$ cat src/rtl/mem_arbiter.sv
// mem_arbiter: shares one external-memory transfer engine between NUM_REQ
// cache-side requesters. Each requester owns a one-entry slot; a valid slot
// is picked round-robin, started with a one-cycle pulse to the controller,
// followed through the controller's busy level, then acknowledged with a
// one-cycle done pulse to its owner.
// Optional build macro MEM_ARB_RD_PRIO_EN: when defined, any valid read slot
// beats every write slot, with round-robin applied inside the winning class.
module mem_arbiter #(
    parameter int NUM_REQ    = 3,
    parameter int NUM_CACHES = 2,
    localparam int CW = $clog2(NUM_CACHES),
    localparam int OW = $clog2(NUM_REQ)
) (
    input  logic                clk,
    input  logic                rst,
    input  logic [NUM_REQ-1:0]  IN_valid,
    output logic [NUM_REQ-1:0]  OUT_ready,
    input  logic                IN_we       [NUM_REQ],
    input  logic [CW-1:0]       IN_cacheID  [NUM_REQ],
    input  logic [9:0]          IN_sramAddr [NUM_REQ],
    input  logic [29:0]         IN_extAddr  [NUM_REQ],
    output logic [NUM_REQ-1:0]  OUT_done,
    output logic [OW-1:0]       OUT_owner,
    output logic                OUT_ownerValid,
    output logic                OUT_MC_ce,
    output logic                OUT_MC_we,
    output logic [CW-1:0]       OUT_MC_cacheID,
    output logic [9:0]          OUT_MC_sramAddr,
    output logic [29:0]         OUT_MC_extAddr,
    input  logic                IN_MC_busy
);

    typedef enum logic [1:0] {
        IDLE,
        ISSUE,
        WAIT_START,
        WAIT_END
    } state_t;

    state_t              state_q, state_d;

    logic [NUM_REQ-1:0]  slotValid_q, slotValid_d;
    logic [NUM_REQ-1:0]  slotWe_q;
    logic [CW-1:0]       slotCache_q [NUM_REQ];
    logic [9:0]          slotSram_q  [NUM_REQ];
    logic [29:0]         slotExt_q   [NUM_REQ];

    logic [OW-1:0]       last_q, last_d;
    logic [OW-1:0]       owner_q, owner_d;
    logic [NUM_REQ-1:0]  done_q, done_d;
    logic                ce_q, ce_d;
    logic                mcWe_q, mcWe_d;
    logic [CW-1:0]       mcCache_q, mcCache_d;
    logic [9:0]          mcSram_q, mcSram_d;
    logic [29:0]         mcExt_q, mcExt_d;

    logic [NUM_REQ-1:0]  eligible;
    logic                winnerFound;
    logic [OW-1:0]       winner;
    int                  candInt;
    logic [OW-1:0]       cand;
    logic                issue;
    logic                finish;
    logic [NUM_REQ-1:0]  clearMask;
    logic [NUM_REQ-1:0]  acceptMask;

    // Round-robin search starting one past the last grant, optionally restricted to reads
    always_comb begin
        eligible = slotValid_q;
`ifdef MEM_ARB_RD_PRIO_EN
        if (|(slotValid_q & ~slotWe_q)) begin
            eligible = slotValid_q & ~slotWe_q;
        end
`endif
        winnerFound = 1'b0;
        winner      = '0;
        candInt     = 0;
        cand        = '0;
        for (int k = 1; k <= NUM_REQ; k++) begin
            candInt = int'(last_q) + k;
            cand    = OW'((candInt >= NUM_REQ) ? (candInt - NUM_REQ) : candInt);
            if (!winnerFound && eligible[cand]) begin
                winnerFound = 1'b1;
                winner      = cand;
            end
        end
    end

    // Next-state decode for the issue / wait-start / wait-end sequence
    always_comb begin
        state_d = state_q;
        case (state_q)
            IDLE:       if (issue)       state_d = ISSUE;
            ISSUE:                       state_d = WAIT_START;
            WAIT_START: if (IN_MC_busy)  state_d = WAIT_END;
            WAIT_END:   if (!IN_MC_busy) state_d = IDLE;
            default:                     state_d = IDLE;
        endcase
    end

    // Output and datapath next values: issue strobe, completion strobe, slot bookkeeping
    always_comb begin
        issue      = (state_q == IDLE) && winnerFound && !IN_MC_busy;
        finish     = (state_q == WAIT_END) && !IN_MC_busy;
        clearMask  = '0;
        if (finish) begin
            clearMask[owner_q] = 1'b1;
        end
        acceptMask  = IN_valid & ~slotValid_q;
        slotValid_d = (slotValid_q & ~clearMask) | acceptMask;
        done_d      = clearMask;
        ce_d        = issue;
        last_d      = last_q;
        owner_d     = owner_q;
        mcWe_d      = mcWe_q;
        mcCache_d   = mcCache_q;
        mcSram_d    = mcSram_q;
        mcExt_d     = mcExt_q;
        if (issue) begin
            last_d    = winner;
            owner_d   = winner;
            mcWe_d    = slotWe_q[winner];
            mcCache_d = slotCache_q[winner];
            mcSram_d  = slotSram_q[winner];
            mcExt_d   = slotExt_q[winner];
        end
    end

    // State and control registers; reset abandons any transfer without a done
    always_ff @(posedge clk) begin
        if (!rst) begin
            state_q     <= IDLE;
            slotValid_q <= '0;
            last_q      <= OW'(NUM_REQ - 1);
            owner_q     <= '0;
            done_q      <= '0;
            ce_q        <= 1'b0;
            mcWe_q      <= 1'b0;
            mcCache_q   <= '0;
            mcSram_q    <= '0;
            mcExt_q     <= '0;
        end else begin
            state_q     <= state_d;
            slotValid_q <= slotValid_d;
            last_q      <= last_d;
            owner_q     <= owner_d;
            done_q      <= done_d;
            ce_q        <= ce_d;
            mcWe_q      <= mcWe_d;
            mcCache_q   <= mcCache_d;
            mcSram_q    <= mcSram_d;
            mcExt_q     <= mcExt_d;
        end
    end

    // Slot payload capture on accept; contents stay pinned while the slot is valid
    always_ff @(posedge clk) begin
        for (int i = 0; i < NUM_REQ; i++) begin
            if (acceptMask[i]) begin
                slotWe_q[i]    <= IN_we[i];
                slotCache_q[i] <= IN_cacheID[i];
                slotSram_q[i]  <= IN_sramAddr[i];
                slotExt_q[i]   <= IN_extAddr[i];
            end
        end
    end

    assign OUT_ready       = ~slotValid_q;
    assign OUT_done        = done_q;
    assign OUT_owner       = owner_q;
    assign OUT_ownerValid  = (state_q != IDLE);
    assign OUT_MC_ce       = ce_q;
    assign OUT_MC_we       = mcWe_q;
    assign OUT_MC_cacheID  = mcCache_q;
    assign OUT_MC_sramAddr = mcSram_q;
    assign OUT_MC_extAddr  = mcExt_q;

endmodule
$ cat config.mk
export PLATFORM = sky130hd
export DESIGN_NAME = mem_arbiter
export DESIGN_NICKNAME = d
export VERILOG_FILES = /design/src/rtl/mem_arbiter.sv
export SDC_FILE = /design/constraint.sdc
export NUM_CORES = 1
export LEC_CHECK = 0
export ABC_AREA = 0
export CORE_MARGIN = 4
export CORE_UTILIZATION = 44
export DETAILED_ROUTE_END_ITERATION = 10
export HOLD_SLACK_MARGIN = 0.06
export PLACE_DENSITY = 0.77
export SYNTH_ARGS = -nofsm -noshare
export SYNTH_HDL_FRONTEND = slang
export SYNTH_SLANG_ARGS = --single-unit
$ cat constraint.sdc
create_clock -name clk -period 2.6 [get_ports clk]
set_input_delay 0.26 -clock clk [delete_from_list [all_inputs] [get_ports clk]]
set_output_delay 0.26 -clock clk [all_outputs]
set_load 0.02 [all_outputs]
After elaboration in Yosys (flattened, before gate mapping)
Memories as Yosys holds them, arrays and structs flattened. A register that Yosys moved wholly into a read port is not among the register bits.
Index checks and enable logic that the tools add are counted.
- bits in registers: 17
- RAM bits: 123
- input port bits: 132
- output and inout bits: 52
- logic and storage cells: 84
- memories: 3
- memory list (name ; words ; bits a word ; rd ports ; clocked after Yosys merged registers in ; wr ports ; RTL line ; RTL):
    slotExt_q ; 3 ; 30 ; 1 ; 1 ; 3 ; 46 ; logic [29:0] slotExt_q [NUM_REQ];
    slotSram_q ; 3 ; 10 ; 1 ; 1 ; 3 ; 45 ; logic [9:0] slotSram_q [NUM_REQ];
    slotCache_q ; 3 ; 1 ; 1 ; 1 ; 3 ; 44 ; logic [CW-1:0] slotCache_q [NUM_REQ];
- add/subtract/negate cells: 6
- magnitude comparators: 9
- equality and inequality tests: 6
- mux-type cells: 30
- bitwise logic cells: 5
- reductions and logical operators: 15
- operators with widths (operator ; count):
    2-to-1 mux 2 bit ; 9
    < comparator 2 x 3 -> 1 bit, second input constant ; 5
    2-to-1 mux 1 bit ; 14
    greater-or-equal comparator 3 x 2 -> 1 bit, second input constant ; 3
    binary-select mux 1 bit (select 2 bit) ; 4
    case mux 2 bit (4 select lines) ; 1
    adder 2 x 2 -> 3 bit, second input constant ; 2
    bitwise AND 3 bit ; 2
    logical AND 1 bit ; 6
    zero test 1 bit ; 6
    != test 2 bit, second input constant ; 3
    inverter 3 bit ; 2
    subtractor 2 bit, second input constant ; 3
    == test 2 bit, second input constant ; 2
    adder 2 x 1 -> 3 bit, second input constant ; 1
    2-to-1 mux 3 bit ; 1
    OR 3 bit ; 1
    AND reduction 3 bit ; 1
    demux 1 bit (select 2 bit) ; 1
    == test 2 x 1 -> 1 bit, second input constant ; 1
    greater-or-equal comparator 2 x 1 -> 1 bit, second input constant ; 1
    zero test 2 bit ; 1
    nonzero test 2 bit ; 1

Longest topological paths before layout
- depth after elaboration: 16
- depth in mapped cells: 9
- depth with buffers taken out: 7

Least setup slack after synthesis
Ideal clock, no wire load.
- kind: reg2reg
- start: register slotValid_q[2] (netlist: eligible[2])
- end: memory slotCache_q[2] (netlist bit), enable pin
- setup time: 446 ps
- data arrival time: 2358 ps
- required time: 2154 ps
- path slack: -204 ps
- stages on the path, launching flop included: 3
- buffers on the path: 1
- period minus slack after synthesis: 2804 ps
- path through: dfxtp_1 buf_4 nor2b_1
- RTL lines (item ; RTL line ; RTL):
    start, declared ; 42 ; logic [NUM_REQ-1:0] slotValid_q, slotValid_d;
    start signal, assigned ; 144 ; slotValid_q <= slotValid_d;
    end, declared ; 44 ;

Worst setup path in the final report
- start: register last_q[0]
- end: register owner_q[1] (netlist: OUT_owner[1])
- cells in the longest elaborated chain, start to end: 14
- elaborated cells between the ends (all ways): 30
- classes of those cells: add/sub (6); order compare (3); mux (15); reduce/logical (6)
- ends and longest elaborated chain (item ; RTL line ; RTL):
    start, declared ; 48 ; logic [OW-1:0] last_q, last_d;
    start signal, assigned ; 134 ; last_q <= OW'(NUM_REQ - 1);
    start signal, assigned ; 145 ; last_q <= last_d;
    adder 2 x 1 -> 3 bit ; 80 ; candInt = int'(last_q) + k;
    greater-or-equal comparator 3 x 2 -> 1 bit / subtractor 2 bit (equally long branches) ; 81 ; cand = OW'((candInt >= NUM_REQ) ? (candInt - NUM_REQ) : candInt);
    2-to-1 mux 2 bit ; 81 ;
    binary-select mux 1 bit (select 2 bit) ; 82 ; if (!winnerFound && eligible[cand]) begin
    2-to-1 mux 1 bit (implied by the code) ; 82 ;
    2-to-1 mux 1 bit ; 82 ;
    zero test 1 bit ; 82 ;
    logical AND 1 bit ; 82 ;
    2-to-1 mux 1 bit ; 82 ;
    zero test 1 bit ; 82 ;
    logical AND 1 bit ; 82 ;
    2-to-1 mux 1 bit ; 82 ;
    logical AND 1 bit (2 in series) ; 103 ; issue = (state_q == IDLE) && winnerFound && !IN_MC_busy;
    end signal, assigned ; 146 ; owner_q <= owner_d;
    end, declared ; 49 ; logic [OW-1:0] owner_q, owner_d;
Parallel ways exist; a longest one is shown, timed or not. The select of a mux whose other input is x is not followed.
A chain may end at the register's enable or synchronous reset.

==> flow_summary.json <==
{
  "ant_nets": 0,
  "worst_slew_pin_slew_ns": 0.625,
  "p_leak_nw": 3.68,
  "dieArea_um2": 17900,
  "drcViolationCount": 0,
  "cp_cell_sequence": "inv_1 > ha_2 > nand2b_1 > a21oi_2 > o41ai_4 > buf_4 > o21ai_0 > a21oi_1",
  "r2r_setup_slack_ns": 0.17,
  "startpoint_type": "flip-flop",
  "diodes": 0,
  "end_kind": "flip-flop",
  "synth_edf_count": 126,
  "syn-num-nets": 605,
  "path_max_fanout": 47,
  "timing.rr.end": "OUT_owner[1]",
  "crit_type": "reg2reg",
  "status": "completed",
  "h-tree-depth": 4,
  "async_flop_share_pct": 0,
  "finalHoldViolCount": 0,
  "layout.nets": 791,
  "cts.reportedPaths.clkPinSlew_ns": 0.07,
  "grt_pass1_vias": 4896,
  "period_share_pct": 93.5,
  "power_density_nw_per_um2": 1030,
  "dr.pass1.iters": 4,
  "crit_required_ns": 2.95,
  "die_h_um": 134,
  "wl_per_cell_um": 19.1,
  "hp-start": "rst",
  "slew_headroom_pct": 57.7,
  "instances_no_fill": 876,
  "slowest_delay_ns": 0.53,
  "track_usage_pct": 18.7,
  "place_inst": 844,
  "vias": 4579,
  "start_util_pct": 45.4,
  "drv_cap": 0,
  "place_hpwl_mm": 11.6,
  "multiInputGateArea_um2": 1980,
  "max_freq_ghz": 0.411,
  "grt_max_degree": 54,
  "layout_common_cells": "clkdlybuf4s50_1, edfxtp_1, nand3_1",
  "viasPerCell": 5.23,
  "cts_inserted_buffers": 17,
  "wl_mm": 16.7,
  "std_cell_rows": 45,
  "ys_warn_count": 0,
  "drtIter0Drc": 290,
  "cts_tree": "built",
  "ys_seq_area_share_pct": 69.7,
  "total_power_mw": 9.95,
  "critPathSlowestCell": "buf_4",
  "clkSinkCount": 180,
  "worstPathArrival_ns": 2.78,
  "port-buffer-count": 183,
  "clk_latency_ns": 0.42,
  "min_period_ns": 2.43,
  "finClkSkew_ns": 0.00762,
  "die_x_um": 134,
  "antenna_found_initial": 0,
  "gp_congestion": 0.852,
  "slew_violations": 0,
  "hold_depth": 3,
  "ioPinCount": 184,
  "nFillCells": 1139,
  "setup_violations": 0,
  "netlist_instances": 466,
  "grt_pass1_wl_mm": 25.8,
  "cts_hold_buf": 0,
  "vdd_drop_max_v": 0.000620,
  "fin_util_pct": 63.1,
  "syn_area_um2": 6980,
  "area_growth_pct": 38.9,
  "layout-drive-gt1-share_pct": 14.6,
  "final_common_cell": "clkdlybuf4s50_1",
  "yosysUniqueCellTypes": 45,
  "hold_path.class": "in2reg",
  "register_area_um2": 4860,
  "synth-seq-cells": 180,
  "root_buffer": "clkbuf_16",
  "synth_flop_cell": "edfxtp_1",
  "reg2regPathDepth": 8,
  "holdWs_ns": 0.196,
  "overflow": 0,
  "hold_path_end": "eligible[1]",
  "cts_buffer_depth": 2,
  "core_um2": 15400,
  "synth_area_per_cell_um2": 15.0,
  "r2r-start": "last_q[0]"
}
[layer usage]
layer,vias up,part of all wire [%],track usage (%)
met4,0,2.1,6.80
met2,148,52,32.9
met1,2247,40,22.1
met5,-,0,0
met3,25,5.6,4.69
li1,2159,-,-
[metrics by stage]
stage / instance area [um2] / setup TNS [ns] / worst slack [ns]
floorplan: 6990 / 0 / 0.346
global placement: 9130 / 0 / 0.143
detailed placement: 9130 / 0 / 0.0598
CTS: 9690 / 0 / 0.0351
global route: 9700 / -0.00568 / -0.00568
finish: 9700 / 0 / 0.168
[sequential cells by signal, summed over array words and instances, names as in the netlist, 3 cells and up]
name and cells:
slotSram_q 30, slotWe_q 3, OUT_MC_sramAddr 10, slotCache_q 3
OUT_MC_extAddr 30, OUT_done 3, slotExt_q 90, eligible 3
[power by group]
group / leakage (nW) / internal [mW] / switching [mW]
clock: 0.267 / 1.40 / 1.02
sequential: 1.64 / 3.57 / 0.290
combinational: 1.77 / 1.59 / 2.09
[layout make-up]
class	instances	share of cell area (%)
inverters	10	0.387
flip-flops and latches	180	50.2
clock buffers	24	4.97
multi-input cells	244	20.4
clock inverters	8	0.800
well taps	211	2.72
repair buffers	199	20.6
[cell families after synthesis]
kind of cell / synth area share, %
compound gates: 10.7
fa+ha+maj: 1.25
buf+inv: 3.03
flops: 69.7
mux: 6.31
simple gates: 9.03
[worst max-delay path by stage]
stage	startpoint	endpoint	slack, ns	cells past startpoint
floorplan	last_q[0]	OUT_MC_extAddr[11]	0.35	9
global placement	last_q[0]	OUT_MC_sramAddr[6]	0.14	8
detailed placement	last_q[0]	OUT_MC_extAddr[7]	0.06	8
CTS	last_q[0]	OUT_MC_extAddr[7]	0.04	8
global route	last_q[0]	OUT_owner[1]	-0.006	8
finish	last_q[0]	OUT_owner[1]	0.17	8
[cell usage after synthesis, types with 2 or more instances]
master | number | area share [%]
mux2i_1 | 44 | 6.3
nand2b_1 | 3 | 0.27
o21ai_0 | 4 | 0.29
nor4_1 | 2 | 0.18
nor2b_1 | 6 | 0.54
a21oi_1 | 3 | 0.22
ha_1 | 7 | 1.3
nand2_1 | 10 | 0.54
buf_6 | 4 | 0.65
and2_1 | 2 | 0.18
nor2_1 | 5 | 0.27
a21boi_0 | 2 | 0.22
buf_2 | 10 | 0.72
inv_1 | 10 | 0.54
nor3_1 | 2 | 0.14
a31oi_1 | 3 | 0.27
buf_4 | 3 | 0.32
nand3_1 | 85 | 6.1
edfxtp_1 | 126 | 54
o211ai_2 | 40 | 7.2
dfxtp_1 | 54 | 15
o211ai_1 | 3 | 0.32
clkbuf_1 | 15 | 0.81
nand4_1 | 2 | 0.18
[critical path: cells and delay by family (launching register included)]
kind                     cells  cell delay, ns
AND/OR/NAND/NOR              1            0.19
adder cells (fa/ha/maj)      1            0.46
AO/OA/AOI/OAI                4            0.75
buffers and inverters        2            0.62
flip-flops                   1            0.33
[what timing repair did]
item / CTS / global route
endpoints found under the setup margin: 0 / 45
resized for setup: 0 / 2
buffers inserted: 0 / 0
(Power assumes the default switching activity.)
